--- config.mk ---
export PLATFORM = sky130hd
export DESIGN_NAME = ops_arbiter
export DESIGN_NICKNAME = d
export VERILOG_FILES = /design/src/rtl/ops_arbiter.sv
export SDC_FILE = /design/constraint.sdc
export NUM_CORES = 1
export LEC_CHECK = 0
export ABC_AREA = 1
export CAP_MARGIN = 40
export CORE_MARGIN = 2
export CORE_UTILIZATION = 45
export CTS_CLUSTER_DIAMETER = 200
export DETAILED_ROUTE_END_ITERATION = 16
export GPL_TIMING_DRIVEN = 0
export HOLD_SLACK_MARGIN = 0.08
export PLACE_DENSITY = 0.79
export SYNTH_ARGS = -nofsm -noshare
export SYNTH_HDL_FRONTEND = slang
export SYNTH_SLANG_ARGS = --single-unit
export TNS_END_PERCENT = 50
--- constraint.sdc ---
create_clock -name clk_i -period 2.7 [get_ports clk_i]
set_input_delay 0.54 -clock clk_i [delete_from_list [all_inputs] [get_ports clk_i]]
set_output_delay 0.54 -clock clk_i [all_outputs]
set_load 0.1 [all_outputs]
--- src/rtl/ops_arbiter.sv ---
`default_nettype none
// ============================================================================
// ops_arbiter : two-port round-robin front end for the fixed-latency ops
//               pipeline, with result steering and credited response FIFOs.
// Revision    : 1.0
// ============================================================================
module ops_arbiter #(
  parameter int LATENCY = 2,
  parameter int DEPTH   = 2,
  parameter int OP_W    = 4,
  parameter int FIR_W   = 32,
  parameter int RES_W   = 40
) (
  input  logic                  clk_i,
  input  logic                  rst_i,
  input  logic [1:0]            req_valid_i,
  output logic [1:0]            req_ready_o,
  input  logic [1:0][OP_W-1:0]  req_op_i,
  input  logic [1:0][FIR_W-1:0] req_fir1_i,
  input  logic [1:0][FIR_W-1:0] req_fir2_i,
  input  logic [1:0][FIR_W-1:0] req_fir3_i,
  output logic                  issue_valid_o,
  output logic [OP_W-1:0]       op_o,
  output logic [FIR_W-1:0]      fir1_o,
  output logic [FIR_W-1:0]      fir2_o,
  output logic [FIR_W-1:0]      fir3_o,
  input  logic [RES_W-1:0]      ops_result_i,
  output logic [1:0]            resp_valid_o,
  input  logic [1:0]            resp_ready_i,
  output logic [1:0][RES_W-1:0] resp_data_o
);

  localparam int              c_CW        = $clog2(DEPTH + 1);
  localparam int              c_AW        = (DEPTH > 1) ? $clog2(DEPTH) : 1;
  localparam logic [c_CW-1:0] c_DEPTH     = c_CW'(DEPTH);
  localparam logic [c_CW-1:0] c_CNT_ONE   = c_CW'(1);
  localparam logic [c_AW-1:0] c_PTR_ONE   = c_AW'(1);
  localparam logic [c_AW-1:0] c_PTR_LAST  = c_AW'(DEPTH - 1);

  logic [1:0]         w_elig;
  logic [1:0]         w_grant;
  logic [1:0]         w_has_credit;
  logic [1:0]         w_push;
  logic [1:0]         w_pop;
  logic               w_win;
  logic [LATENCY-1:0] w_tag_v_nxt;
  logic [LATENCY-1:0] w_tag_p_nxt;

  logic               r_prio;
  logic               r_issue_valid;
  logic               r_issue_port;
  logic [OP_W-1:0]    r_op;
  logic [FIR_W-1:0]   r_fir1;
  logic [FIR_W-1:0]   r_fir2;
  logic [FIR_W-1:0]   r_fir3;
  logic [LATENCY-1:0] r_tag_v;
  logic [LATENCY-1:0] r_tag_p;

  // Grants are gated by reset so nothing is accepted while rst_i is low.
  assign w_elig = req_valid_i & w_has_credit & {2{rst_i}};

  always_comb begin
    w_grant = w_elig;
    if (w_elig == 2'b11) begin
      w_grant = r_prio ? 2'b10 : 2'b01;
    end
  end

  assign w_win       = w_grant[1];
  assign req_ready_o = w_grant;

  always_ff @(posedge clk_i) begin
    if (!rst_i) begin
      r_prio        <= 1'b0;
      r_issue_valid <= 1'b0;
      r_issue_port  <= 1'b0;
      r_op          <= '0;
      r_fir1        <= '0;
      r_fir2        <= '0;
      r_fir3        <= '0;
    end else begin
      r_issue_valid <= |w_grant;
      if (|w_grant) begin
        r_prio       <= ~w_win;
        r_issue_port <= w_win;
        r_op         <= req_op_i[w_win];
        r_fir1       <= req_fir1_i[w_win];
        r_fir2       <= req_fir2_i[w_win];
        r_fir3       <= req_fir3_i[w_win];
      end
    end
  end

  assign issue_valid_o = r_issue_valid;
  assign op_o          = r_op;
  assign fir1_o        = r_fir1;
  assign fir2_o        = r_fir2;
  assign fir3_o        = r_fir3;

  // Tag stage LATENCY-1 lines up with the result currently on ops_result_i.
  generate
    if (LATENCY == 1) begin : g_tag_single
      assign w_tag_v_nxt = r_issue_valid;
      assign w_tag_p_nxt = r_issue_port;
    end else begin : g_tag_shift
      assign w_tag_v_nxt = {r_tag_v[LATENCY-2:0], r_issue_valid};
      assign w_tag_p_nxt = {r_tag_p[LATENCY-2:0], r_issue_port};
    end
  endgenerate

  always_ff @(posedge clk_i) begin
    if (!rst_i) begin
      r_tag_v <= '0;
      r_tag_p <= '0;
    end else begin
      r_tag_v <= w_tag_v_nxt;
      r_tag_p <= w_tag_p_nxt;
    end
  end

  assign w_push[0] = r_tag_v[LATENCY-1] & ~r_tag_p[LATENCY-1];
  assign w_push[1] = r_tag_v[LATENCY-1] &  r_tag_p[LATENCY-1];

  generate
    for (genvar k = 0; k < 2; k++) begin : g_port
      logic [RES_W-1:0] r_mem [DEPTH];
      logic [c_AW-1:0]  r_wp;
      logic [c_AW-1:0]  r_rp;
      logic [c_CW-1:0]  r_cnt;
      logic [c_CW-1:0]  r_credit;

      assign w_has_credit[k] = (r_credit != '0);
      assign resp_valid_o[k] = (r_cnt != '0);
      assign w_pop[k]        = (r_cnt != '0) & resp_ready_i[k];
      assign resp_data_o[k]  = r_mem[r_rp];

      always_ff @(posedge clk_i) begin
        if (!rst_i) begin
          for (int i = 0; i < DEPTH; i++) begin
            r_mem[i] <= '0;
          end
          r_wp     <= '0;
          r_rp     <= '0;
          r_cnt    <= '0;
          r_credit <= c_DEPTH;
        end else begin
          if (w_push[k]) begin
            r_mem[r_wp] <= ops_result_i;
            r_wp        <= (r_wp == c_PTR_LAST) ? '0 : r_wp + c_PTR_ONE;
          end
          if (w_pop[k]) begin
            r_rp <= (r_rp == c_PTR_LAST) ? '0 : r_rp + c_PTR_ONE;
          end
          if (w_push[k] && !w_pop[k]) begin
            r_cnt <= r_cnt + c_CNT_ONE;
          end else if (!w_push[k] && w_pop[k]) begin
            r_cnt <= r_cnt - c_CNT_ONE;
          end
          // A credit freed by a pop only becomes grantable next cycle.
          if (w_grant[k] && !w_pop[k]) begin
            r_credit <= r_credit - c_CNT_ONE;
          end else if (!w_grant[k] && w_pop[k]) begin
            r_credit <= r_credit + c_CNT_ONE;
          end
        end
      end
    end
  endgenerate

endmodule
`default_nettype wire

Word-level counts from Yosys, hierarchy flattened

Memory sizes are Yosys's and may differ from the RTL's. A register that Yosys moved wholly into a read port is not among the register bits.
Index checks and enable logic that the tools add are counted.

$add $sub $neg: 12
$lt $le $gt $ge: 1
Equality and inequality tests: 1
Multiplexer cells: 39
Bitwise operators: 8
Reduce and logical (&&, ||, !) cells: 25

Operators with widths:

| kind                                                       | number |
|---|---|
| two-way mux 32 bit                                         | 6 |
| two-way mux 40 bit                                         | 2 |
| OR reduction 40 bit                                        | 2 |
| two-way mux 2 bit                                          | 10 |
| two-way mux 1 bit                                          | 19 |
| nonzero test 2 bit                                         | 8 |
| adder 2 x 1 -> 2 bit, second input constant                | 4 |
| logical AND 1 bit                                          | 8 |
| two-way mux 4 bit                                          | 2 |
| subtractor 2 x 1 -> 2 bit, second input constant           | 4 |
| zero test 1 bit                                            | 6 |
| adder 1 bit, second input constant                         | 4 |
| AND 1 bit                                                  | 4 |
| AND 2 bit                                                  | 2 |
| == test 2 bit, second input constant                       | 1 |
| less-than comparator 1 x 2 -> 1 bit, second input constant | 1 |
| NOT 1 bit                                                  | 2 |
| OR reduction 2 bit                                         | 1 |

Flip-flop bits (word level): 119
Bits in writable memories: 160
Memories kept: 2

Memory list:

| name            | depth | bits a word | rd ports | clocked after Yosys merged registers in | write ports | RTL line | text |
|---|---|---|---|---|---|---|---|
| g_port[0].r_mem | 2     | 40          | 1        | 1                                       | 2           | 126      | `logic [RES_W-1:0] r_mem [DEPTH];` |
| g_port[1].r_mem | 2     | 40          | 1        | 1                                       | 2           | 126      |  |

Logic depth before layout (Yosys ltp)

Depth after elaboration: 9
Depth in mapped cells: 11
Gate-level depth less buffers: 10

Worst setup path before layout

OpenSTA, ideal clock, no wires.

Path type: input port to flip-flop
Start point: in req_valid_i[1]
End point: reg g_port[0].r_credit[1]
Library setup time: 0.123 ns
Data arrival time: 3.102 ns
Required time: 2.577 ns
Setup slack: -0.525 ns
Stages on the path: 11
Path buffers: 1
Cells stage by stage: nand2_1 inv_1 nand3_2 buf_2 inv_1 nor2_1 ha_1 a21oi_1 o21ai_0 a21oi_1 o21ai_0

Word-level cells in the longest chain between the ends: 7
Elaborated cells between the ends (all ways): 9

Ends and longest elaborated chain:

| element                             | RTL line | text |
|---|---|---|
| start, declared                     | 16       | `input logic [1:0] req_valid_i,` |
| AND 2 bit * (2 in a row)            | 60       | `assign w_elig = req_valid_i & w_has_credit & {2{rst_i}};` |
| == test 2 bit *                     | 64       | `if (w_elig == 2'b11) begin` |
| two-way mux 2 bit *                 | 64       |  |
| via req_ready_o[0]                  | 17       | `output logic [1:0] req_ready_o,` |
| zero test 1 bit                     | 162      | `end else if (!w_grant[k] && w_pop[k]) begin` |
| logical AND 1 bit                   | 162      |  |
| nonzero test 2 bit (no source line) | n/a      |  |
| end signal, assigned                | 145      | `r_credit <= c_DEPTH;` |
| end signal, assigned                | 161      | `r_credit <= r_credit - c_CNT_ONE;` |
| end signal, assigned                | 163      | `r_credit <= r_credit + c_CNT_ONE;` |
| end, declared                       | 130      | `logic [c_CW-1:0] r_credit;` |

Mark *: on every way through the listed nets, which the timed path passes. The rest lies on a longest branch.
A chain may end at the register's enable or synchronous reset.

==> Implementation_results.wiki <==
{| class="wikitable"
! Metric !! Value
|-
| Run status || complete, but fails checks
|-
| Violated checks || setup timing
|-
| Total power consumption of the routed design || around 17 mW
|-
| Count of clock tree sinks || 281
|-
| Row cnt || 61
|-
| Sequential fraction of the synthesis area || 57.3%
|-
| Kind of capture point of the worst setup path || output port
|-
| Routability congestion estimate || ~0.9
|-
| Clock buffer count from CTS || 28
|-
| Type of the setup path with the least slack || reg -> out
|-
| Final number of setup-violating endpoints || 1
|-
| Post-synth top flop || sky130_fd_sc_hd__edfxtp_1
|-
| Wire length of the first global-routing pass || 76100 um
|-
| Residual DRC || 0
|-
| Part of the cycle the worst path needs || 101%
|-
| Post-Layout Inst Area || 0.0224 mm2
|-
| Residual antenna-violating net count after detailed routing || 0
|-
| Pre-antenna DRT Iters || 5
|-
| Largest net degree at the start of global routing || 34
|-
| Initial Util || 45.5%
|-
| Antenna violations before repair || 4
|-
| Clock-pin slew of the registers on the worst-case setup and hold paths || 0.06 ns
|-
| Per-instance average area after synthesis || ~8.8 um2
|-
| Clock latency on the worst-skew pair || 0.54 ns
|-
| GRT met3 Usage || 8.26%
|-
| Root buffer cell || sky130_fd_sc_hd__clkbuf_16
|-
| Max-slew headroom || 54.1%
|-
| Pwr per Cell Area || around 780 mW/mm2
|-
| Unrepaired setup endpoints after global routing || true
|-
| Pin slew with the least headroom to its limit || approximately 0.69 ns
|-
| Met2 Usage GRT || 62.6%
|-
| Fraction of layout cells with a size suffix above 1 || 18.5%
|-
| Core Box Area || around 0.028 mm2
|-
| Number of warnings reported in the yosys synthesis log || 0
|-
| Type of the most critical hold path || reg -> reg
|-
| Top cells by instance count after synthesis || 326 x sky130_fd_sc_hd__nand2_1, 257 x sky130_fd_sc_hd__inv_1, 203 x sky130_fd_sc_hd__nand3_1
|-
| Number of flops mapped to enable cells by yosys || 160
|-
| Full die area || 0.0294 mm2
|-
| Netlist area before placement || approximately 0.013 mm2
|-
| Worst-case vdd ir drop || 0.527 mV
|-
| Yosys top cell area share || 38.1%
|-
| Vias/cell || 5.31
|-
| Top cells by area, synth || sky130_fd_sc_hd__edfxtp_1 38%, sky130_fd_sc_hd__dfxtp_1 19%, sky130_fd_sc_hd__nand2_1 9.7%
|-
| Routed wire per std cell || ~21 um
|-
| Total Routed Length || a little over 50000 um
|-
| Overall die width || between 150 and 200 um
|-
| Syn Nets || about 1700
|-
| Clock tree from TritonCTS || yes
|-
| I/O pin total || 431
|-
| Placed Area || 0.0216 mm2
|-
| Leakage power total || 10.4 nW
|-
| Number of instances in the synthesized netlist || 1435
|-
| Grt peak-use layer || met2
|-
| Number of levels the H-tree was split into || 1
|-
| Final-stage net count || 2299
|-
| Longest Clk Path Bufs || 3
|-
| Highest attainable clock frequency || 369 MHz
|-
| Total gr overflow || 0
|-
| Met1 layer usage reported by global route || 34.9%
|-
| Required @ worst endpoint || 2.16 ns
|-
| Most instantiated library cell after synthesis || sky130_fd_sc_hd__nand2_1
|-
| Tot GR Track Use || 34.0%
|-
| Drt first-iter violations || 1113
|-
| Largest fanout on the critical path || 10
|-
| Port Buffers || 430
|-
| Hold Fails Final Rpt || 0
|-
| Area added between synthesis and finish || 77.6%
|-
| Max-capacitance violation count || 0
|-
| Number of max-slew violations in the final report || 0
|-
| Arrival time of data at the critical path endpoint || 2.17 ns
|-
| Half-perimeter wire length of the detailed placement result || 37600 um
|-
| Number of global-route vias before repair || 14121
|-
| Via count || 13024
|-
| Period minus WS final || 2.71 ns
|-
| Worst clock skew || 0.0209 ns
|-
| Cell type with the largest total area after synthesis || sky130_fd_sc_hd__edfxtp_1
|-
| Register bit total from synthesis || 281
|-
| Worst hold slack across all endpoints || slightly above 0.4 ns
|-
| Startpoint types || flip-flop
|-
| Worst setup margin || -0.0135 ns
|-
| Pre-CTS setup slack || -0.693 ns
|-
| DIE HEIGHT || approximately 170 um
|-
| Yosys cell types || 23
|-
| Ys async rst share || 0%
|-
| Post-CTS Hold Fix Bufs || 0
|}
## layer usage
metal,vias to the layer above,share of wire (%)
li1,5727,-
met1,6157,33
met2,879,51
met3,259,8.6
met4,2,6.8
met5,-,0.023
## cell type report
class | instances | area [um2]
repair buffers | 584 | 8150
diodes | 4 | 10.0
flip-flops and latches | 281 | 7230
clock inverters | 10 | 156
multi-input cells | 815 | 4040
plain buffers | 80 | 527
fillers | 1339 | 5310
clock buffers | 42 | 836
inverters | 259 | 972
well taps | 378 | 473
## state kept, by name, indices dropped and copies added, names as in the netlist, named ones only
register,flops
g_port.r_mem,160
fir1_o,32
fir2_o,32
fir3_o,32
g_port.r_cnt,4
g_port.r_credit,4
op_o,4
g_port.r_rp,2
g_port.r_wp,2
r_tag_p,2
r_tag_v,2
issue_valid_o,1
r_issue_port,1
r_prio,1
## through the flow
step	cells	utilization, %	setup TNS (ns)
2_1_floorplan	1435	-	0
3_3_place_gp	2243	62.8	-232.42
3_5_place_dp	2432	77.9	-44.85
4_1_cts	2453	80.8	-0.0255
5_1_grt	2451	80.8	-0.244
6_report	2453	80.8	-0.0135
## path summary, 6_finish.rpt
path	from	to	slack, ns	depth (start not counted)
min reg2reg	r_tag_v[0]	r_tag_v[1]	0.41	2
max reg2reg	r_tag_v[1]	g_port[0].r_mem[1][15]	0.34	6
min	r_tag_v[0]	r_tag_v[1]	0.41	2
max	flip-flop	resp_data_o[73]	-0.01	4
## logic make-up after synthesis
family / share of synthesized area, %
AOI/OAI and AO/OA: 0.992
xor gates and xnor gates: 0.139
adders and majority gates: 0.397
buffers and inverters: 10.9
DFF: 57.3
muxes: 7.14
and+or+nand+nor: 23.2
## cells in the final DEF (no fill, tap or decap), drive strengths merged, types with 4 or more instances in the layout
master / n
a21oi: 14
buf: 243
bufinv: 4
clkbuf: 69
clkdlybuf4s50: 389
clkinv: 6
dfxtp: 121
diode: 4
edfxtp: 160
ha: 4
inv: 258
mux2: 80
nand2: 327
nand3: 204
nor2: 170
o21ai: 11
## worst max-delay path, cell delays in order, from the launching register on
cell                              delay (ns)
sky130_fd_sc_hd__dfxtp_4                0.42
sky130_fd_sc_hd__clkbuf_16              0.19
sky130_fd_sc_hd__mux2_2                 0.36
sky130_fd_sc_hd__clkdlybuf4s50_1        0.47
sky130_fd_sc_hd__buf_8                  0.19
## repair_timing
| item | 4_1_cts | 5_1_grt |
|---|---|---|
| endpoints found under the setup margin | 109 | 40 |
| hold endpoints to repair | 0 | 0 |
| setup buffers | 0 | 1 |
| gates resized for setup | 41 | 11 |
## power by group
group          switching (mW)  total, mW  internal, mW  leakage (nW)
sequential              0.246       5.17          4.93          2.66
clock                    1.70       4.21          2.52         0.488
combinational            4.78       7.98          3.20          7.23
Power figures use the tool's default switching activity.
